`config.mk`:
```
export PLATFORM = sky130hd
export DESIGN_NAME = note_recorder
export DESIGN_NICKNAME = d
export VERILOG_FILES = /design/src/rtl/note_recorder.sv
export SDC_FILE = /design/constraint.sdc
export NUM_CORES = 1
export LEC_CHECK = 0
export ABC_AREA = 1
export CAP_MARGIN = 40
export CORE_MARGIN = 3
export CORE_UTILIZATION = 56
export DETAILED_ROUTE_END_ITERATION = 6
export PLACE_DENSITY = 0.81
export SYNTH_ARGS = -nofsm -noshare
export SYNTH_HDL_FRONTEND = slang
export SYNTH_SLANG_ARGS = --single-unit
```
`constraint.sdc`:
```
create_clock -name clk_5MHz -period 1.7 [get_ports clk_5MHz]
set_input_delay 0.34 -clock clk_5MHz [delete_from_list [all_inputs] [get_ports clk_5MHz]]
set_output_delay 0.34 -clock clk_5MHz [all_outputs]
set_load 0.05 [all_outputs]
```
`src/rtl/note_recorder.sv`:
```
// -----------------------------------------------------------------------------
// note_recorder
//   Records live key notes into an internal buffer, one entry per tempo beat,
//   and plays the stored take back as a note-code stream at the beat rate.
//
//   Optional feature macro: PLAY_LOOP_EN
//     defined   : playback wraps to entry 0 at the end of the take and keeps going
//     undefined : the end-of-take beat returns the recorder to IDLE
//
// Ports
//   clk_5MHz    system clock
//   rst         synchronous active-high reset
//   beat_tick   one-cycle pulse per beat
//   note_in     live note code (0 = rest / no key)
//   rec_start   pulse: start a new recording
//   play_start  pulse: play back the stored take
//   stop        pulse: abort record/playback
//   note_out    played-back note code
//   note_valid  note_out carries a played-back note
//   recording   high while recording
//   playing     high while playing
//   full        last recording filled the buffer
//   rec_len     number of stored beats, 0..DEPTH
// -----------------------------------------------------------------------------
module note_recorder #(
  parameter int NOTE_W = 5,
  parameter int ADDR_W = 6,
  parameter int DEPTH  = 64
) (
  input  logic              clk_5MHz,
  input  logic              rst,
  input  logic              beat_tick,
  input  logic [NOTE_W-1:0] note_in,
  input  logic              rec_start,
  input  logic              play_start,
  input  logic              stop,
  output logic [NOTE_W-1:0] note_out,
  output logic              note_valid,
  output logic              recording,
  output logic              playing,
  output logic              full,
  output logic [ADDR_W:0]   rec_len
);

  typedef enum logic [1:0] {
    IDLE = 2'd0,
    REC  = 2'd1,
    PLAY = 2'd2
  } state_t;

  localparam logic [ADDR_W:0] DEPTH_C = (ADDR_W + 1)'(DEPTH);
  localparam logic [ADDR_W:0] LAST_C  = DEPTH_C - 1'b1;
  localparam logic [ADDR_W:0] ONE_C   = (ADDR_W + 1)'(1);

  state_t              state_q, state_d;
  logic [ADDR_W-1:0]   wr_ptr_q, wr_ptr_d;
  // One bit wider than the address so it can be compared against rec_len,
  // which reaches DEPTH on a full take.
  logic [ADDR_W:0]     rd_ptr_q, rd_ptr_d;
  logic [ADDR_W:0]     rec_len_q, rec_len_d;
  logic                full_q, full_d;
  logic                recording_q, playing_q, note_valid_q;
  logic [NOTE_W-1:0]   note_out_q;

  logic                wr_en;
  logic                rd_en;
  logic [ADDR_W-1:0]   rd_addr;

  logic [NOTE_W-1:0]   mem [DEPTH];

  // ---------------------------------------------------------------------------
  // Next-state logic. Command priority: stop > rec_start > play_start.
  // ---------------------------------------------------------------------------
  always_comb begin
    state_d   = state_q;
    wr_ptr_d  = wr_ptr_q;
    rd_ptr_d  = rd_ptr_q;
    rec_len_d = rec_len_q;
    full_d    = full_q;
    wr_en     = 1'b0;
    rd_en     = 1'b0;
    rd_addr   = rd_ptr_q[ADDR_W-1:0];

    case (state_q)
      IDLE: begin
        if (stop) begin
          state_d = IDLE;
        end else if (rec_start) begin
          state_d   = REC;
          wr_ptr_d  = '0;
          rec_len_d = '0;
          full_d    = 1'b0;
        end else if (play_start && (rec_len_q != '0)) begin
          state_d  = PLAY;
          rd_ptr_d = '0;
        end
      end

      REC: begin
        if (stop) begin
          state_d = IDLE;
        end else if (rec_start) begin
          // Restart the take; the coincident beat is not captured.
          wr_ptr_d  = '0;
          rec_len_d = '0;
          full_d    = 1'b0;
        end else if (beat_tick && (rec_len_q < DEPTH_C)) begin
          wr_en     = 1'b1;
          wr_ptr_d  = wr_ptr_q + 1'b1;
          rec_len_d = rec_len_q + 1'b1;
          // Last free entry: stop recording instead of wrapping.
          if (rec_len_q == LAST_C) begin
            full_d  = 1'b1;
            state_d = IDLE;
          end
        end
      end

      PLAY: begin
        if (stop) begin
          state_d = IDLE;
        end else if (rec_start) begin
          state_d   = REC;
          wr_ptr_d  = '0;
          rec_len_d = '0;
          full_d    = 1'b0;
        end else if (beat_tick) begin
          if (rd_ptr_q == rec_len_q) begin
            // Every stored entry has been presented: end of take.
`ifdef PLAY_LOOP_EN
            rd_en    = 1'b1;
            rd_addr  = '0;
            rd_ptr_d = ONE_C;
`else
            state_d  = IDLE;
`endif
          end else begin
            rd_en    = 1'b1;
            rd_ptr_d = rd_ptr_q + 1'b1;
          end
        end
      end

      default: state_d = IDLE;
    endcase
  end

  // ---------------------------------------------------------------------------
  // Control registers and registered status outputs.
  // ---------------------------------------------------------------------------
  always_ff @(posedge clk_5MHz) begin
    if (rst) begin
      state_q      <= IDLE;
      wr_ptr_q     <= '0;
      rd_ptr_q     <= '0;
      rec_len_q    <= '0;
      full_q       <= 1'b0;
      recording_q  <= 1'b0;
      playing_q    <= 1'b0;
      note_valid_q <= 1'b0;
    end else begin
      state_q      <= state_d;
      wr_ptr_q     <= wr_ptr_d;
      rd_ptr_q     <= rd_ptr_d;
      rec_len_q    <= rec_len_d;
      full_q       <= full_d;
      recording_q  <= (state_d == REC);
      playing_q    <= (state_d == PLAY);
      // Valid from the first presented beat until PLAY is left.
      note_valid_q <= (state_d == PLAY) && (rd_en || note_valid_q);
    end
  end

  // Buffer write port; contents survive reset.
  always_ff @(posedge clk_5MHz) begin
    if (wr_en && !rst) begin
      mem[wr_ptr_q] <= note_in;
    end
  end

  // Registered read port doubles as the note_out register; its synchronous
  // clear forces silence whenever PLAY is not the next state.
  always_ff @(posedge clk_5MHz) begin
    if (rst || (state_d != PLAY)) begin
      note_out_q <= '0;
    end else if (rd_en) begin
      note_out_q <= mem[rd_addr];
    end
  end

  assign note_out   = note_out_q;
  assign note_valid = note_valid_q;
  assign recording  = recording_q;
  assign playing    = playing_q;
  assign full       = full_q;
  assign rec_len    = rec_len_q;

endmodule

```
==> After elaboration in Yosys (flattened, before gate mapping) <==
Memory sizes are Yosys's and may differ from the RTL's. A register that Yosys moved wholly into a read port is not among the register bits.
Index checks and enable logic that the tools add are counted.
{ "op_classes": {"eq_ne": 19, "reduce_logical": 15, "addsub": 3, "magnitude_cmp": 1, "n_mux": 50} }
{ "ops": {"columns": ["op", "count"], "rows": [
  ["7-bit two-way mux", 12],
  ["6-bit two-way mux", 5],
  ["7-bit one-hot mux with 2 select lines", 2],
  ["2-bit two-way mux", 11],
  ["2-bit inequality test, second input constant", 10],
  ["1-bit two-way mux", 17],
  ["7-bit by 1-bit adder with 7-bit output, second input constant", 2],
  ["6-bit one-hot mux with 2 select lines", 1],
  ["8-bit AND reduction", 1],
  ["7-bit by 6-bit equality test with 1-bit output, second input constant", 1],
  ["7-bit equality test", 1],
  ["7-bit < comparator, second input constant", 1],
  ["7-bit nonzero test", 1],
  ["6-bit by 1-bit adder with 6-bit output, second input constant", 1],
  ["3-bit inequality test, second input constant", 2],
  ["2-bit one-hot mux with 3 select lines", 1],
  ["6-bit AND reduction", 1],
  ["5-bit AND reduction", 1],
  ["2-bit by 1-bit equality test with 1-bit output, second input constant", 2],
  ["2-bit equality test, second input constant", 2],
  ["1-bit logical AND", 4],
  ["2-bit nonzero test", 2],
  ["2-bit zero test", 1],
  ["1-bit logical OR", 2],
  ["other kinds (4)", 4]
]} }
{ "word_totals": {"mem_count": 1, "word_cells": 97, "out_inout_bits": 16, "mem_bits_rw": 320, "regBits": 26} }
{ "memory_table": {"columns": ["name", "words", "word_bits", "read_ports", "rd_ports_with_merged_regs", "write_ports", "line", "text"], "rows": [
  ["mem", 64, 5, 1, 1, 1, "69", "logic [NOTE_W-1:0] mem [DEPTH];"]
]} }

==> Depth between registers and ports, before layout <==
Gate-level depths: netlist of run 1.
{ "logic_depth": {"word_depth": 9, "depth_mapped": 15, "depth_no_buf": 13} }

==> Worst setup path after synthesis of run 1 <==
OpenSTA, ideal clock, no wires.
{ "synth_path": {"path_type": "register -> register", "from": "reg rec_len_q[6] (netlist: rec_len[6])", "to": "mem mem[59][0], enable pin", "period_less_slack_ps": 2018, "setup_ps": 340, "slack_ps": -318, "stages_incl_launch_ff": 8, "path_buffers": 1, "arrival_ps": 1679, "cell_sequence": "dfxtp_1 inv_2 nand2_1 nor2_1 nand4_1 or3_1 clkbuf_1 nor2_1"} }
{ "synth_via": {"elab_chain_cells": 9} }
{ "synth_lines": {"columns": ["item", "line", "text"], "rows": [
  ["start, declared", "60", "logic [ADDR_W:0] rec_len_q, rec_len_d;"],
  ["start signal, assigned", "165", "rec_len_q <= rec_len_d;"],
  ["7-bit < comparator", "107", "end else if (beat_tick && (rec_len_q < DEPTH_C)) begin"],
  ["1-bit logical AND", "107", null],
  ["1-bit two-way mux", "107", null],
  ["1-bit two-way mux", "102", "end else if (rec_start) begin"],
  ["1-bit two-way mux", "100", "if (stop) begin"],
  ["1-bit two-way mux", "84", "case (state_q)"],
  ["1-bit logical AND", "176", "if (wr_en && !rst) begin"],
  ["1-bit two-way mux", "176", null],
  ["1-bit two-way mux (implied by the code)", "177", "mem[wr_ptr_q] <= note_in;"],
  ["end, declared", "69", null]
]} }
No other way between the ends.

==> Final worst setup path of run 1 <==
{ "layout_path": {"from": "in beat_tick", "to": "mem mem[48][1], enable pin"} }
{ "layout_via": {"elab_chain_cells": 8} }
{ "layout_lines": {"columns": ["item", "line", "text"], "rows": [
  ["start, declared", "32", "input logic beat_tick,"],
  ["1-bit logical AND", "107", null],
  ["1-bit two-way mux", "107", null],
  ["1-bit two-way mux", "102", null],
  ["1-bit two-way mux", "100", null],
  ["1-bit two-way mux", "84", null],
  ["1-bit logical AND", "176", null],
  ["1-bit two-way mux", "176", null],
  ["1-bit two-way mux (implied by the code)", "177", null]
]} }
No other way between the ends.

==> impl_metrics.py, run 1 <==
metrics = {
    "outcome": {
        "status": "complete, but fails checks",
        "violations": "setup timing",
    },
    "synth": {
        "synthMuxAreaShare": 0,
        "syn_nets": 1594,
        "syn_inst": 1579,
        "avgSynthCellArea_um2": 9.82,
        "yosysWarnings": 0,
        "synth_xor_area_frac": 0.00678,
        "synth-simple-area-share": 0.231,
        "synthesis.area_mm2": 0.0155,
        "synth_compound_area_frac": 0.0273,
        "async_flop_share": 0,
        "synth_top_family_by_area": "simple AND/OR/NAND/NOR gates",
        "ys_seq_area_frac": 0.660,
        "synth_edf_count": 320,
        "ys_ff_latch": 351,
        "synthAdderAreaFrac": 0.00323,
        "ys.flop_type": "edfxtp_1",
        "yosysUniqueCellTypes": 33,
    },
    "setup_path": {
        "endpoint_kind": "flip-flop",
        "cpPeakStageDelay_ns": 0.55,
        "r2r_end": "mem[48][1]$_DFFE_PP_",
        "path_class": "in2reg",
        "crit_path_cell_trace": "clkdlybuf4s50_1 > nand2_4 > nor2_4 > nand4_1 > nor2_2 > buf_6 > nand3_4 > buf_12 > nor2_4",
        "r2r_start": "rec_len[6]$_SDFFE_PP0P_",
        "cp_slowest_cell": "clkdlybuf4s50_1",
        "path_common_cell": "nor2_4",
        "startpoint_type": "input pin",
        "r2r_slack_ns": -0.29,
        "critPathArrivalTime_ns": 2.21,
        "reg2reg_depth": 9,
        "critPathMaxFanout": 8,
        "crit_family": "simple AND/OR/NAND/NOR gates",
        "worst-path-buf-inv": 3,
        "cp.required_ns": 1.91,
    },
    "placement": {
        "dp_hpwl_um": 23100,
        "portBuffers": 26,
        "place.gp.congestion": 0.922,
        "dp.cells": 2009,
    },
    "floorplanning": {
        "dieHeight_um": 172,
        "core_area_mm2": 0.0271,
        "std_cell_rows": 60,
        "ios": 27,
        "die_w_um": 172,
        "die-area_mm2": 0.0297,
        "initial_utilization": 0.572,
    },
    "clock_tree": {
        "cts.clk_slew.worst_paths_ns": 0.06,
        "clockBufferDepth": 3,
        "cts_tree": "yes",
        "ctsHtreeMaxLevel": 2,
        "cts-buffers-inserted": 35,
        "holdBufCountCts": 0,
        "clock_sinks": 351,
        "root_buffer": "clkbuf_16",
        "clk_latency_ns": 0.52,
    },
    "timing": {
        "final_max_slew_viol_count": 0,
        "period_needed_ns": 2.00,
        "fin_crit_sh": 1.18,
        "fmax_mhz": 500,
        "finalSetupTns_ns": -63.58,
        "relSlewSlack": 0.645,
        "hold_viol_final": 0,
        "finalClockSkew_ns": 0.0151,
        "finalWorstSetupSlack_ns": -0.299,
        "rsz0062_at_grt": "true",
        "tightest_slew_ns": 0.530,
        "setup_viol": 326,
    },
    "drt": {
        "drt_iter0_drc": 1787,
        "wire_per_inst_um": 20.4,
        "ant_nets": 0,
        "drc_errors": 0,
        "drtPass1Iterations": 6,
        "wl_um": 42700,
        "vias": 11960,
        "via_per_inst": 5.71,
    },
    "finish": {
        "area_delta_synth_final_pct": 24.6,
        "num_antenna_cells": 0,
        "stdcell_count": 2096,
        "multi_input_area_mm2": 0.00504,
        "seqCellArea_mm2": 0.0102,
        "fin_nets": 1715,
        "fillerInstances": 1630,
        "drive_gt1_frac": 0.222,
        "final_util": 0.713,
    },
    "pwr": {
        "leakage_uw": 0.00761,
        "p_per_area_mw_per_mm2": 927,
        "peakVddDrop_uv": 825,
    },
    "global_route": {
        "grt_max_degree": 65,
        "grt_pass1_vias": 11737,
        "grt_remaining_overflow": 0,
        "grt_pass1_wl_um": 62700,
        "grtUsageTotal": 0.277,
        "antenna_found_initial": 0,
    },
    "hold_path": {
        "min_path_type": "in2reg",
        "holdPathEnd": "mem[60][4]$_DFFE_PP_",
        "min_from": "note_in[4]",
        "min_path_cells": 1,
    },
    "run": {
        "maxCapViolations": 0,
    },
}
==> worst max path at each step <==
stage	from	end	cells past startpoint	slack [ns]
2_1_floorplan	rec_len[6]$_SDFFE_PP0P_	mem[56][0]$_DFFE_PP_	7	-0.09
3_3_place_gp	beat_tick	mem[32][2]$_DFFE_PP_	9	-0.67
3_5_place_dp	beat_tick	mem[36][2]$_DFFE_PP_	9	-0.70
4_1_cts	rec_len[6]$_SDFFE_PP0P_	mem[36][2]$_DFFE_PP_	9	-0.15
5_1_grt	rec_len[6]$_SDFFE_PP0P_	mem[52][3]$_DFFE_PP_	9	-0.33
6_report	beat_tick	mem[48][1]$_DFFE_PP_	9	-0.30
==> layer usage <==
| layer | share of wire | up-vias | wire length, µm | GRT usage |
|---|---|---|---|---|
| met5 | 0 | - | 0 | 0 |
| met2 | 0.48 | 811 | 20600 | 0.463 |
| met4 | 0.048 | 0 | 2060 | 0.132 |
| met1 | 0.35 | 5582 | 15000 | 0.353 |
| met3 | 0.12 | 174 | 5030 | 0.0524 |
| li1 | - | 5393 | - | - |
==> cell families (layout without fill, tap and decap cells) <==
| group | after synthesis | in the layout |
|---|---|---|
| AO/OA/AOI/OAI | 77 | 77 |
| XOR/XNOR | 12 | 12 |
| adder cells (fa/ha/maj) | 4 | 4 |
| buffers and inverters | 252 | 397 |
| flip-flops | 351 | 351 |
| AND/OR/NAND/NOR | 883 | 883 |
==> what timing repair did <==
action	4_1_cts	5_1_grt
setup buffers	10	7
gates resized for setup	146	67
pin swaps	25	34
endpoints found under the setup margin	321	336
gates cloned	10	1
==> cells in the final DEF, fill, tap and decap left out, drive strengths merged, types with 5 or more instances in the layout <==
cell / instances
a21oi: 22
xor2: 5
clkinv: 11
nor2: 196
buf: 145
nor3: 5
xnor2: 7
o21ai: 49
dfxtp: 31
clkbuf: 47
or2: 5
inv: 183
nand3: 181
edfxtp: 320
nand2: 494
==> state kept, by name (all words and copies together), names as in the netlist <==
name,count
wr_ptr_q,6
rd_ptr_q,7
mem,320
rec_len,7
playing,1
note_out,5
state_q,2
full,1
note_valid,1
recording,1
==> through the flow <==
| stage | power, µW | setup slack, ns | instance area (µm²) | hold WS, ns |
|---|---|---|---|---|
| global route | 18300 | -0.335 | 19300 | 0.222 |
| global placement | 10400 | -0.673 | 17000 | 0.452 |
| finish | 17900 | -0.299 | 19300 | 0.223 |
| detailed placement | 10500 | -0.697 | 17000 | 0.460 |
| floorplan | 10000 | -0.0899 | 15800 | 0.439 |
| CTS | 17800 | -0.149 | 19000 | 0.217 |
==> cells in the mapped netlist, types with 6 or more instances <==
library cell | instances | area share
nand3_1 | 181 | 0.058
clkbuf_1 | 9 | 0.0022
buf_4 | 9 | 0.0044
buf_2 | 31 | 0.010
o21ai_1 | 14 | 0.0045
nor2_1 | 194 | 0.047
buf_6 | 11 | 0.0080
o21ai_0 | 34 | 0.011
edfxtp_1 | 320 | 0.62
inv_2 | 7 | 0.0017
nand2_1 | 492 | 0.12
xnor2_1 | 7 | 0.0040
buf_1 | 6 | 0.0015
inv_1 | 174 | 0.042
a21oi_1 | 22 | 0.0071
dfxtp_1 | 31 | 0.040
==> power breakdown <==
group | leakage, µW | switching (µW) | total, µW | internal (µW)
Combinational | 0.00395 | 696 | 1060 | 364
Sequential | 0.00313 | 14.2 | 9430 | 9410
Clock | 0.000528 | 3130 | 7420 | 4290
Total | 0.00761 | 3840 | 17900 | 14100
==> final cells by class <==
cell class | count | share of cell area
flip-flops and latches | 351 | 0.531
multi-input cells | 976 | 0.261
repair buffers | 151 | 0.0905
clock buffers | 46 | 0.0497
inverters | 183 | 0.0367
well taps | 372 | 0.0241
clock inverters | 15 | 0.00693
repair inverters | 2 | 0.000842
Note: power is estimated with default switching activity, not from simulation.
==> run 2, diff against run 1 <==
Settings changed: SLEW_MARGIN set to 20.
==> results of run 2 <==
The final DEF is identical to that of run 1; final timing and power are the same.
